<file path="src/rtl/rotating_priority_resolver.sv">
// rtl/rotating_priority_resolver.sv - rotating-priority, fully-nested interrupt resolver with INT/INTA handshake
module rotating_priority_resolver #(
    parameter int NUM_IRQ = 8,
    parameter int LVL_W   = 3
) (
    input  logic               clk,
    input  logic               rst_n,
    input  logic [NUM_IRQ-1:0] irr,
    input  logic [NUM_IRQ-1:0] imr,
    input  logic               aeoi,
    input  logic               rot_en,
    input  logic               eoi,
    input  logic               seoi,
    input  logic [LVL_W-1:0]   eoi_id,
    input  logic               set_prio,
    input  logic [LVL_W-1:0]   set_prio_id,
    input  logic               inta,
    output logic               int_out,
    output logic [NUM_IRQ-1:0] ack_vec,
    output logic [LVL_W-1:0]   ack_id,
    output logic               spurious,
    output logic [NUM_IRQ-1:0] isr,
    output logic [LVL_W-1:0]   lowest_id
);

    typedef enum logic [1:0] {S_IDLE, S_REQ, S_ACK} state_t;

    state_t             state_q;
    logic               int_q;
    logic [NUM_IRQ-1:0] ack_vec_q;
    logic [LVL_W-1:0]   ack_id_q;
    logic               spur_q;
    logic [NUM_IRQ-1:0] isr_q, isr_d;
    logic [LVL_W-1:0]   lowest_q, lowest_d;

    logic [NUM_IRQ-1:0] cand;
    logic               win_valid;
    logic [LVL_W-1:0]   win_id, win_rank;
    logic [NUM_IRQ-1:0] win_onehot;
    logic               top_valid;
    logic [LVL_W-1:0]   top_id, top_rank;
    logic [LVL_W-1:0]   ch;
    logic               req_cond;
    logic               ack_fire;
    logic [NUM_IRQ-1:0] isr_clr, isr_set;
    logic               eoi_act;
    logic [LVL_W-1:0]   eoi_ch;

    assign cand = irr & ~imr;

    // Walk from lowest rank to highest so the final hit is the highest-priority one.
    always_comb begin
        win_valid = 1'b0;
        win_id    = '0;
        win_rank  = '0;
        top_valid = 1'b0;
        top_id    = '0;
        top_rank  = '0;
        ch        = '0;
        for (int r = NUM_IRQ - 1; r >= 0; r--) begin
            ch = lowest_q + LVL_W'(r + 1);
            if (cand[ch]) begin
                win_valid = 1'b1;
                win_id    = ch;
                win_rank  = LVL_W'(r);
            end
            if (isr_q[ch]) begin
                top_valid = 1'b1;
                top_id    = ch;
                top_rank  = LVL_W'(r);
            end
        end
    end

    assign win_onehot = NUM_IRQ'(1) << win_id;
    assign req_cond   = win_valid && (!top_valid || (win_rank < top_rank));
    assign ack_fire   = (state_q == S_REQ) && inta && win_valid;

    // Specific EOI overrides a simultaneous non-specific one.
    always_comb begin
        isr_clr = '0;
        eoi_act = 1'b0;
        eoi_ch  = '0;
        if (seoi) begin
            isr_clr[eoi_id] = 1'b1;
            eoi_act         = 1'b1;
            eoi_ch          = eoi_id;
        end else if (eoi && top_valid) begin
            isr_clr[top_id] = 1'b1;
            eoi_act         = 1'b1;
            eoi_ch          = top_id;
        end
    end

    assign isr_set = (ack_fire && !aeoi) ? win_onehot : '0;
    assign isr_d   = (isr_q & ~isr_clr) | isr_set;

    always_comb begin
        lowest_d = lowest_q;
        if (set_prio) begin
            lowest_d = set_prio_id;
        end else if (ack_fire && aeoi && rot_en) begin
            lowest_d = win_id;
        end else if (eoi_act && rot_en) begin
            lowest_d = eoi_ch;
        end
    end

    always_ff @(posedge clk or negedge rst_n) begin
        if (!rst_n) begin
            state_q   <= S_IDLE;
            int_q     <= 1'b0;
            ack_vec_q <= '0;
            ack_id_q  <= '0;
            spur_q    <= 1'b0;
            isr_q     <= '0;
            lowest_q  <= LVL_W'(NUM_IRQ - 1);
        end else begin
            isr_q     <= isr_d;
            lowest_q  <= lowest_d;
            ack_vec_q <= '0;
            spur_q    <= 1'b0;
            case (state_q)
                S_IDLE: begin
                    if (req_cond) begin
                        state_q <= S_REQ;
                        int_q   <= 1'b1;
                    end
                end
                S_REQ: begin
                    if (inta) begin
                        state_q <= S_ACK;
                        int_q   <= 1'b0;
                        if (win_valid) begin
                            ack_vec_q <= win_onehot;
                            ack_id_q  <= win_id;
                        end else begin
                            spur_q   <= 1'b1;
                            ack_id_q <= LVL_W'(NUM_IRQ - 1);
                        end
                    end else if (!req_cond) begin
                        state_q <= S_IDLE;
                        int_q   <= 1'b0;
                    end
                end
                S_ACK: begin
                    state_q <= S_IDLE;
                end
                default: begin
                    state_q <= S_IDLE;
                    int_q   <= 1'b0;
                end
            endcase
        end
    end

    assign int_out   = int_q;
    assign ack_vec   = ack_vec_q;
    assign ack_id    = ack_id_q;
    assign spurious  = spur_q;
    assign isr       = isr_q;
    assign lowest_id = lowest_q;

endmodule

</file>
<file path="config.mk">
export PLATFORM = sky130hd
export DESIGN_NAME = rotating_priority_resolver
export DESIGN_NICKNAME = d
export VERILOG_FILES = /design/src/rtl/rotating_priority_resolver.sv
export SDC_FILE = /design/constraint.sdc
export NUM_CORES = 1
export LEC_CHECK = 0
export CORE_ASPECT_RATIO = 1.2
export CORE_MARGIN = 2
export CORE_UTILIZATION = 30
export DETAILED_ROUTE_END_ITERATION = 10
export MAX_ROUTING_LAYER = met4
export PLACE_DENSITY = 0.53
export SLEW_MARGIN = 10
export SYNTH_ARGS = -nofsm -noshare
export SYNTH_HDL_FRONTEND = slang
export SYNTH_SLANG_ARGS = --single-unit
</file>
<file path="constraint.sdc">
create_clock -name clk -period 11.65 [get_ports clk]
set_input_delay 2.33 -clock clk [delete_from_list [all_inputs] [get_ports clk]]
set_output_delay 2.33 -clock clk [all_outputs]
set_load 0.005 [all_outputs]
</file>
* Word level (Yosys, flattened, before mapping)
Cells that the tools add are included.
** Operators by class
- $add $sub $neg :: 7
- Order comparisons :: 13
- Equality and inequality tests :: 4
- Shifts and indexed selects :: 1
- Mux-type cells :: 109
- Bitwise gates (word level) :: 6
- Reduce and logical (&&, ||, !) cells :: 18
** Operators by type and width (count)
- 3-bit 2-to-1 mux :: 38
- 1-bit binary-select mux with 3-bit select :: 16
- 8-bit 2-to-1 mux :: 6
- 1-bit 2-to-1 mux :: 42
- 3-bit by 4-bit < comparator with 1-bit output (second input constant) :: 10
- 8-bit bitwise AND :: 2
- 8-bit inverter :: 2
- 3-bit adder (second input constant) :: 4
- 1-bit logical AND :: 10
- 8-bit bitwise OR :: 1
- 1-bit by 3-bit left shift with 8-bit output (first input constant) :: 1
- 3-bit by 2-bit adder with 3-bit output (second input constant) :: 2
- 1-bit demux with 3-bit select :: 2
- 3-bit by 1-bit greater-or-equal comparator with 1-bit output (second input constant) :: 2
- 2-bit 2-to-1 mux :: 3
- 2-bit case mux with 2 select lines :: 1
- 2-bit AND reduction :: 2
- 3-bit by 1-bit adder with 3-bit output (second input constant) :: 1
- 3-bit < comparator :: 1
- 3-bit inequality test (second input constant) :: 1
- 1-bit case mux with 3 select lines :: 1
- 3-bit AND reduction :: 1
- 3-bit nonzero test :: 1
- 2-bit by 1-bit equality test with 1-bit output (second input constant) :: 1
- 6 further kinds :: 7
** Storage, ports and cells
- Register bits :: 26
- Output and inout bits :: 24
- Word-level logic and storage cells :: 165

* Depth between registers and ports, before layout
- Depth after elaboration :: 19
- Depth in mapped cells :: 18

* Worst setup path before layout
Ideal clock, no wire load.
- Path type :: input-to-reg
- From :: in imr[1]
- To :: reg int_q (netlist: int_out)
- Library setup time :: 0.094 ns
- Data arrival time :: 4.508 ns
- Setup slack :: 7.048 ns
- Stages :: 10
- Buffers on the path :: 0
- Cells stage by stage :: nand2b_1 mux2_2 mux4_2 o211ai_2 nor3b_1 ha_1 or3_1 o31ai_1 a211oi_1 a211oi_1
** Between the ends
- Longest elaborated chain between the ends :: 17
- Elaborated cells on any way between the ends :: 40
- Classes of those cells :: order compare (1); eq/ne (2); mux (32); bitwise (2); reduce/logical (3)
** Ends and longest elaborated chain
- start: declaration :: RTL line 9 : input logic [NUM_IRQ-1:0] imr,
- 8-bit inverter (*) :: RTL line 49 : assign cand = irr & ~imr;
- 8-bit bitwise AND (*) :: RTL line 49
- 1-bit binary-select mux with 3-bit select :: RTL line 62 : if (cand[ch]) begin
- 1-bit 2-to-1 mux (implied by the code) :: RTL line 62
- 3-bit 2-to-1 mux (8 in series) :: RTL line 62
- 3-bit < comparator :: RTL line 76 : assign req_cond = win_valid && (!top_valid || (win_rank < top_rank));
- 1-bit logical OR :: RTL line 76
- 1-bit logical AND (*) :: RTL line 76
- 3-bit inequality test (no line) or 2-bit inequality test (tied branches)
- 3-bit AND reduction (no line) (*)
- end signal: assignment :: RTL line 112 : int_q <= 1'b0;
- end signal: assignment :: RTL line 127 : int_q <= 1'b1;
- end signal: assignment :: RTL line 133 : int_q <= 1'b0;
- end: declaration :: RTL line 29 : logic int_q;
Every way passes the cells marked *; elsewhere a longest branch is shown, timed or not. The select of a mux whose other input is x is not followed.
A chain may end at the register's enable or synchronous reset.

* Worst setup path in the final report
- From :: reg lowest_q[1] (netlist: lowest_id[1])
- To :: reg int_q (netlist: int_out)
** Between the ends
- Longest elaborated chain between the ends :: 15
- Elaborated cells on any way between the ends :: 78
- Classes of those cells :: add/sub (7); order compare (1); eq/ne (2); mux (64); reduce/logical (4)
** Ends and longest elaborated chain
- start: declaration :: RTL line 34 : logic [LVL_W-1:0] lowest_q, lowest_d;
- start signal: assignment :: RTL line 117 : lowest_q <= LVL_W'(NUM_IRQ - 1);
- start signal: assignment :: RTL line 120 : lowest_q <= lowest_d;
- 3-bit adder, or another cell as far along :: RTL line 61 : ch = lowest_q + LVL_W'(r + 1);
- 1-bit binary-select mux with 3-bit select, or another cell as far along :: RTL line 62
- 1-bit 2-to-1 mux (implied by the code), or another cell as far along :: RTL line 62
- 3-bit 2-to-1 mux, or another cell as far along (7 in series) :: RTL line 62
- 3-bit < comparator or 1-bit zero test (tied branches) :: RTL line 76
- 1-bit logical OR :: RTL line 76
- 1-bit logical AND (*) :: RTL line 76
- 3-bit inequality test (no line) or 2-bit inequality test (tied branches)
- 3-bit AND reduction (no line) (*)
Marked as above.

==> out/metrics.cfg <==
[outcome]
outcome = finished, final reports clean

[placed_design]
io_buffers = 53
place_area_um2 = 4100
dp_cells = 575
pre_cts_slack_ns = 6.21
dp_hpwl_um = 8490
gp_congestion = 0.868

[worst_setup_path]
ff2ff_path_depth = 13
crit_buf_inv = 1
reg2reg_slack_ns = 6.33
end_kind = flop
r2r_start = lowest_id[1]
critPathSlowestCell = dfstp_2
critPathTopFamily = adder cells
cp-start-kind = flop
r2r-end = int_out
cp_data_required_time_ns = 11.82
crit_chain = clkinv_1 > ha_1 > mux4_2 > mux2i_1 > and2_1 > nor2_1 > o21ai_0 > o211ai_1 > ha_1 > or3_1 > o31ai_1 > a211oi_1 > a211oi_1
worstSetupPathType = reg -> reg
cp.arrival_ns = 5.49
critPathMaxFanout = 35
max_stage_delay_ns = 1.05

[timing]
hold_ws_ns = 0.511
rsz0062_at_grt = no
drv_slew = 0
finalClockSkew_ns = 0.00605
max_freq_mhz = 188
tightest_slew_ns = 0.822
fin_crit_sh_pct = 45.6
setup-violations-final = 0
min_period_ns = 5.32
hold_viol = 0
slew_headroom_pct = 44.8
finalSetupTns_ns = 0
finalWorstSetupSlack_ns = 6.33

[routing]
drt_wl_total_um = 11200
firstDrtPassIters = 5
drcViolationCount = 0
vias_per_cell = 5.92
antenna_left = 0
drt_iter0_drc = 293
dr_total_vias = 3427
routedWlPerCell_um = 19.4

[cells_and_area]
fin_area_um2 = 4200
diodes = 0
drive_above_1_share_pct = 15.6
fin_cells = 579
nets = 457
areaGrowthSynthToFinish_pct = 21.0

[power_and_ir_drop]
vdd_drop_max_mv = 0.0909
total_leakage_power_nw = 1.54
cellPowerDensity_nw_per_um2 = 279

[grt]
first_global_vias = 3391
grt_max_degree = 41
use_met2_pct = 31.0
grt_use_total_pct = 18.9
gr-usage-met3_pct = 1.55
grt_remaining_overflow = 0
grt.busiest_layer = met2
grt_use_met1_pct = 24.8
antenna_found_initial = 0
grt_pass1_wl_um = 18000

[cts]
cts_root_buf = clkbuf_16
cts_inserted_buffers = 3
cts_sinks = 26
clk_pin_slew_ns = 0.07
h-tree-depth = 1
cts_tree = built
cts_max_path_buffers = 2
ctsHoldBuffers = 0
cts_resized = 0
clock_latency_ns = 0.27
post_cts_buffers = 0

[yosys]
synth_edf_count = 0
syn-num-nets = 417
ys_ff_latch = 26
synth_area_um2 = 3470
synth_top_area_share_pct = 18.8
synthTopCellsByCount = nor2_1, mux4_2, nand2_1, dfrtp_1, a21oi_1
synth_top_flop_cell = dfrtp_1
avgSynthCellArea_um2 = 9.07
seq_area_frac_synth_pct = 18.8
netlist_instances = 383
yosysTopAreaCell = mux4_2
async_reset_ff_share_pct = 100
synth.most_common_cell = nor2_1
yosys-top-cells-area = mux4_2, dfrtp_1, mux2i_1, nor2_1, nand2b_1
yosysUniqueCellTypes = 75
ys_warn_count = 0

[die]
coreArea_um2 = 11400
die_area_um2 = 12500
ios = 54
start_util_pct = 30.4
die_w_um = 102
die_h_um = 122
rows = 43

[flow_run]
maxCapViolCount = 0

[hold_path]
worstHoldStart = state_q[0]
hp-class = reg -> reg
hold_path_end = state_q[0]
hold_depth = 1

worst max-delay path by stage:
| stage | start | slack (ns) | endpoint | cells past startpoint |
|---|---|---|---|---|
| after CTS | lowest_id[1] | 6.37 | int_out | 13 |
| after global placement | irr[7] | 6.28 | int_out | 11 |
| after detailed placement | irr[3] | 6.21 | int_out | 12 |
| after global routing | lowest_id[1] | 5.90 | int_out | 13 |
| after floorplan | imr[1] | 7.05 | int_out | 10 |
| final | lowest_id[1] | 6.33 | int_out | 13 |
placed cells by master (no fill, tap or decap), drive strengths merged, types with 6 or more instances in the layout:
| master | instances |
|---|---|
| inv | 9 |
| mux4 | 29 |
| a21oi | 19 |
| nor2 | 38 |
| o21ai | 16 |
| nand2b | 16 |
| clkdlybuf4s50 | 53 |
| nand3 | 8 |
| a31oi | 6 |
| nor2b | 12 |
| o31ai | 7 |
| nor3b | 8 |
| mux2i | 17 |
| mux2 | 7 |
| nor3 | 11 |
| a211oi | 8 |
| dfrtp | 23 |
| o22ai | 6 |
| nand2 | 26 |
kinds of logic after synthesis:
kind of cell,synth area share [%]
adders and majority gates,1.44
xor gates and xnor gates,1.87
AOI/OAI and AO/OA,23.6
DFF,18.8
muxes,26.1
buffers and inverters,4.83
and+or+nand+nor,23.4
flip-flops by register name (all words and copies together) (netlist names):
register	count
ack_vec	8
ack_id	3
isr	8
spurious	1
lowest_id	3
int_out	1
state_q	2
per-layer routing:
metal	vias to the layer above	share of wire (%)
met5	-	0
met4	0	3.1
met3	23	4.6
met2	126	49
met1	1699	43
li1	1579	-
stage by stage:
step	utilization [%]	power, mW
floorplan	-	0.826
global placement	35.9	1.05
CTS	36.8	1.17
finish	36.8	1.17
detailed placement	35.9	1.06
global route	36.8	1.27
layout make-up:
cell class                 count  area [um2]
inverter                      11        41.3
timing repair buffer          56         553
tap                          157         196
multi-input combinational    325        2650
sequential                    26         654
clock inverter                 1        30.0
clock buffer                   3        75.1
fill                        1193        7210
power breakdown:
part / leakage [nW] / total (mW) / switching, mW / internal [mW]
Combinational: 1.16 / 0.886 / 0.492 / 0.394
Clock: 0.0511 / 0.103 / 0.0349 / 0.0685
Sequential: 0.335 / 0.185 / 0.0632 / 0.121
Total: 1.54 / 1.17 / 0.590 / 0.583
Note: power is estimated with default switching activity, not from simulation.
==> variant 1, RTL diff (same flow settings) <==
Re-encode `state_t` (3 states) as one-hot, 3 bits wide.
--- a/src/rtl/rotating_priority_resolver.sv
+++ b/src/rtl/rotating_priority_resolver.sv
@@ -24,5 +24,5 @@
 );
 
-    typedef enum logic [1:0] {S_IDLE, S_REQ, S_ACK} state_t;
+    typedef enum logic [2:0] {S_IDLE = 3'b001, S_REQ = 3'b010, S_ACK = 3'b100} state_t;
 
     state_t             state_q;
Behaviour: no difference found for any inputs over 4 cycles, from zero or initial values and one cycle with rst_n low; so few cycles prove little.
==> variant 1 against the unedited design <==
  * Clock skew shrank 0.0030 ns
  * Sequential cell count up 1
  * Cell area up 3.7%
  * Total power increased by 12%
  * Setup slack lost 0.13 ns
  * Synthesized area increased by 7.2%
  * Global-route usage shrank 1.2 points
  * Core utilization down 0.86 points
  * Via count rose by 4.4%
  * Count of clock-buffer cells in the layout rose by 1
  * First-iteration DRC count increased by 2.4%
  * Wire length up 4.2%
  * Hold slack improved by 0.030 ns
  * Largest cell class unchanged
==> variant 1: results (changes against the unedited design) <==
* Worst-path fanout max at 24 (was 35)
* Routability cong. at 0.897 (was 0.868)
* First-pass GRT wire length at 18600 microns (was 18000 microns)
* Adder-cell share of the synthesized area at 1.34% (was 1.44%)
* Crit path max-delay family: buffers and inverters (was adder cells)
* Placed Cells at 592 (was 575)
* FF-to-FF End: isr[3] (was int_out)
* Final net count at 470 (was 457)
* Gr usage total at 17.7% (was 18.9%)
* Yosys cell types at 82 (was 75)
* DRT iter0 DRCs at 300 (was 293)
* Post-route cell area at 0.00436 sq mm (was 0.00420 sq mm)
* Layout cells sized above 1 at 15.9% (was 15.6%)
* Synth top cells by count: nor2_1 (33), mux2i_1 (30), mux4_2 (26), nand2_1 (25), dfrtp_1 (23) (was nor2_1 (38), mux4_2 (29), nand2_1 (26), dfrtp_1 (23), a21oi_1 (19))
* Routed wire length at 11700 microns (was 11200 microns)
* Outcome: complete, no violations (unchanged)
* Fillers at 1246 (was 1193)
* Post-synthesis compound-gate area fraction at 22.5% (was 23.6%)
* Post-DP HPWL at 8740 microns (was 8490 microns)
* 1st-pass router iterations at 4 (was 5)
* Area after DPL at 0.00428 sq mm (was 0.00410 sq mm)
* R2R cell count at 11 (was 13)
* Routed via count at 3577 (was 3427)
* Final worst path period share at 46.7% (was 45.6%)
* Crit path largest cell delay at 0.93 ns (was 1.05 ns)
* Worst VDD drop at 0.124 mV (was 0.0909 mV)
* Syn Nets at 435 (was 417)
* Tightest hold margin at 0.541 ns (was 0.511 ns)
* XOR/XNOR share of the synthesized area at 1.58% (was 1.87%)
* Worst clock skew at 0.00310 ns (was 0.00605 ns)
* Seq/Total Area, Yosys at 18.3% (was 18.8%)
* Post-synthesis mux area share at 27.7% (was 26.1%)
* R2r setup slk at 6.21 ns (was 6.33 ns)
* Worst slew pin tran at 1.09 ns (was 0.822 ns)
## variant 1: changes by cell type after synthesis, moves of 4 or more
cell | unedited run | this run
mux2i_1 | 16 | 30
or2b_1 | 0 | 7
nor3_1 | 10 | 16
a2111oi_0 | 0 | 5
nand2b_1 | 16 | 11
nor2_1 | 38 | 33
o31a_1 | 5 | 0
o32ai_1 | 1 | 6
buf_2 | 8 | 4
## variant 1: per-layer routing
layer,global-route usage (%),wire length (microns)
met5,-,0
met4,4.10,228
met3,0.880,534
met2,28.7,5650
met1,24.6,5300
## variant 1: final cells by class
class	instances	area share (%)
inverters	10	0.919
multi-input cells	338	64.3
well taps	161	4.63
clock buffers	4	1.81
flip-flops and latches	27	15.6
repair buffers	56	12.7
## variant 1: power groups by stage
stage / clock network (uW) / registers [uW] / logic, uW
2_1_floorplan: 0 / 155 / 826
3_3_place_gp: 0 / 201 / 1010
3_5_place_dp: 0 / 201 / 1020
4_1_cts: 80.1 / 199 / 1030
5_1_grt: 84.3 / 207 / 1130
6_report: 79.0 / 200 / 1030
==> variant 2, RTL diff (same flow settings) <==
Made on the original files. Set the parameter `LVL_W` to 2 (it was 3).
--- a/src/rtl/rotating_priority_resolver.sv
+++ b/src/rtl/rotating_priority_resolver.sv
@@ -2,5 +2,5 @@
 module rotating_priority_resolver #(
     parameter int NUM_IRQ = 8,
-    parameter int LVL_W   = 3
+    parameter int LVL_W   = 2
 ) (
     input  logic               clk,
Interface: changed (resized ack_id, eoi_id, lowest_id and set_prio_id); port bits go from 54 to 50. The function was not compared with the original's and may differ.
==> variant 2 against the unedited design <==
  * Non-clock buffer count is 23 lower
  * Cell area down 59%
  * Wire length decreased by 69%
  * Critical endpoint unchanged
  * Count of clock-buffer cells in the layout grew 1
  * Core utilization is 3.4 points higher
  * Highest routed layer unchanged
  * Critical path depth down 4
  * Sequential cell count down 10
  * Largest cell class unchanged
  * Setup slack better by 0.90 ns
  * Total power fell by 77%
  * Synthesized area down 61%
  * Clock power down 54%
  * Largest power group unchanged
==> variant 2: results (changes against the unedited design) <==
* Outcome: complete, no violations (unchanged)
* Dpl ws at 6.97 ns (was 6.21 ns)
* Final net count at 214 (was 457)
* Met2 usage at 25.1% (was 31.0%)
* R2R cell count at 8 (was 13)
* Synth top cells by count: nand2b_1 (15), dfrtp_1 (14), nand2_1 (11), buf_4 (9), nor2_1 (8) (was nor2_1 (38), mux4_2 (29), nand2_1 (26), dfrtp_1 (23), a21oi_1 (19))
* Yosys cell types at 56 (was 75)
* Worst-path fanout max at 7 (was 35)
* Cells after synthesis at 156 (was 383)
* Area after DPL at 0.00168 sq mm (was 0.00410 sq mm)
* CTS max path bufs at 2 (unchanged)
* Arr. time, crit path at 4.56 ns (was 5.49 ns)
* Post-DP HPWL at 2740 microns (was 8490 microns)
* Pin count of the biggest net entering global routing at 19 (was 41)
* Worst slew pin tran at 0.700 ns (was 0.822 ns)
* Placed Cells at 236 (was 575)
* PortBufs at 33 (was 53)
* Largest cells by area after synthesis: dfrtp_1 (26%), nand2b_1 (6.8%), buf_4 (4.9%) (was mux4_2 (19%), dfrtp_1 (17%), mux2i_1 (4.6%))
* Gr usage total at 14.7% (was 18.9%)
* Routability cong. at 0.916 (was 0.868)
* Root buffer cell: clkbuf_8 (was clkbuf_16)
* Highest routed layer: met4 (unchanged)
* Worst clock skew at 0.00122 ns (was 0.00605 ns)
* Antenna cells at 0 (unchanged)
* Worst VDD drop at 0.0813 mV (was 0.0909 mV)
* Met1 WL at 1580 microns (was 4830 microns)
* 1st-pass router iterations at 4 (was 5)
* Met1 usage in global routing at 18.1% (was 24.8%)
* Per-cell routed wire length at 14.7 microns (was 19.4 microns)
* Worst-skew pair later-pin latency at 0.24 ns (was 0.27 ns)
* R2r setup slk at 9.27 ns (was 6.33 ns)
* Drt via density at 5.39 (was 5.92)
* Clock-pin slew on the worst setup and hold paths at 0.06 ns
* Layout cells sized above 1 at 9.78% (was 15.6%)
* Setup crit start: imr[3] (was lowest_id[1])
* Setup WS post-layout at 7.24 ns (was 6.33 ns)
* FF-to-FF End: int_out (unchanged)
* Routed length on met3 at 154 microns (was 515 microns)
* Routed wl met2 at 1750 microns (was 5540 microns)
* Global-route track usage on met3 at 2.29% (was 1.55%)
* Initial antenna violation count at 0 (unchanged)
* Routed wire length at 3520 microns (was 11200 microns)
* DRT iter0 DRCs at 32 (was 293)
* Leakage power at 0.000670 uW (was 0.00154 uW)
* First-pass GRT wire length at 5870 microns (was 18000 microns)
* Yosys warnings at 0 (unchanged)
[variant 2: cell count changes after synthesis, moves of 7 or more]
cell and delta:
mux4_2 -28, a21oi_1 -15, dfrtp_1 -9, nor2_1 -30, o21ai_0 -12, mux2_2 -7, nor2b_1 -7, nand2_1 -15
mux2i_1 -15, buf_4 +7
[variant 2: cells by family after synthesis]
family	share of synthesized area [%]
AND/OR/NAND/NOR	28.2
AO/OA/AOI/OAI	29.2
buffers and inverters	9.67
flip-flops	29.4
multiplexers	2.37
adder cells (fa/ha/maj)	0.912
other	0.273
[variant 2: cell type report]
cell class,count,area [sq um]
clock buffers,4,55.1
fillers,431,2590
inverters,5,18.8
multi-input cells,126,862
flip-flops and latches,16,403
well taps,56,70.1
repair buffers,33,330
[variant 2: critical path: stages]
cell and delay, ns:
clkdlybuf4s50_1 0.42, nand2b_1 0.28, a2111oi_0 0.41, a21oi_1 0.08
o22ai_1 0.16, ha_1 0.25, o21bai_1 0.24, a31oi_1 0.10
o32ai_1 0.28
[variant 2: how the worst min path moves through the flow]
stage          startpoint   endpoint  slack (ns)  cells past startpoint
2_1_floorplan   ack_id[0]  ack_id[0]        0.46                      2
3_3_place_gp    ack_id[0]  ack_id[0]        0.46                      2
3_5_place_dp    ack_id[0]  ack_id[0]        0.47                      2
4_1_cts         ack_id[0]  ack_id[0]        0.49                      2
5_1_grt         ack_id[1]  ack_id[1]        0.52                      1
6_report        ack_id[0]  ack_id[0]        0.48                      2
[variant 2: where the power goes]
group	internal, uW	switching [uW]	total (uW)	leakage [uW]
Sequential	70.4	25.0	95.4	0.000204
Clock	29.9	17.2	47.1	0.0000288
Combinational	69.1	59.5	129	0.000437
Total	169	102	271	0.000670
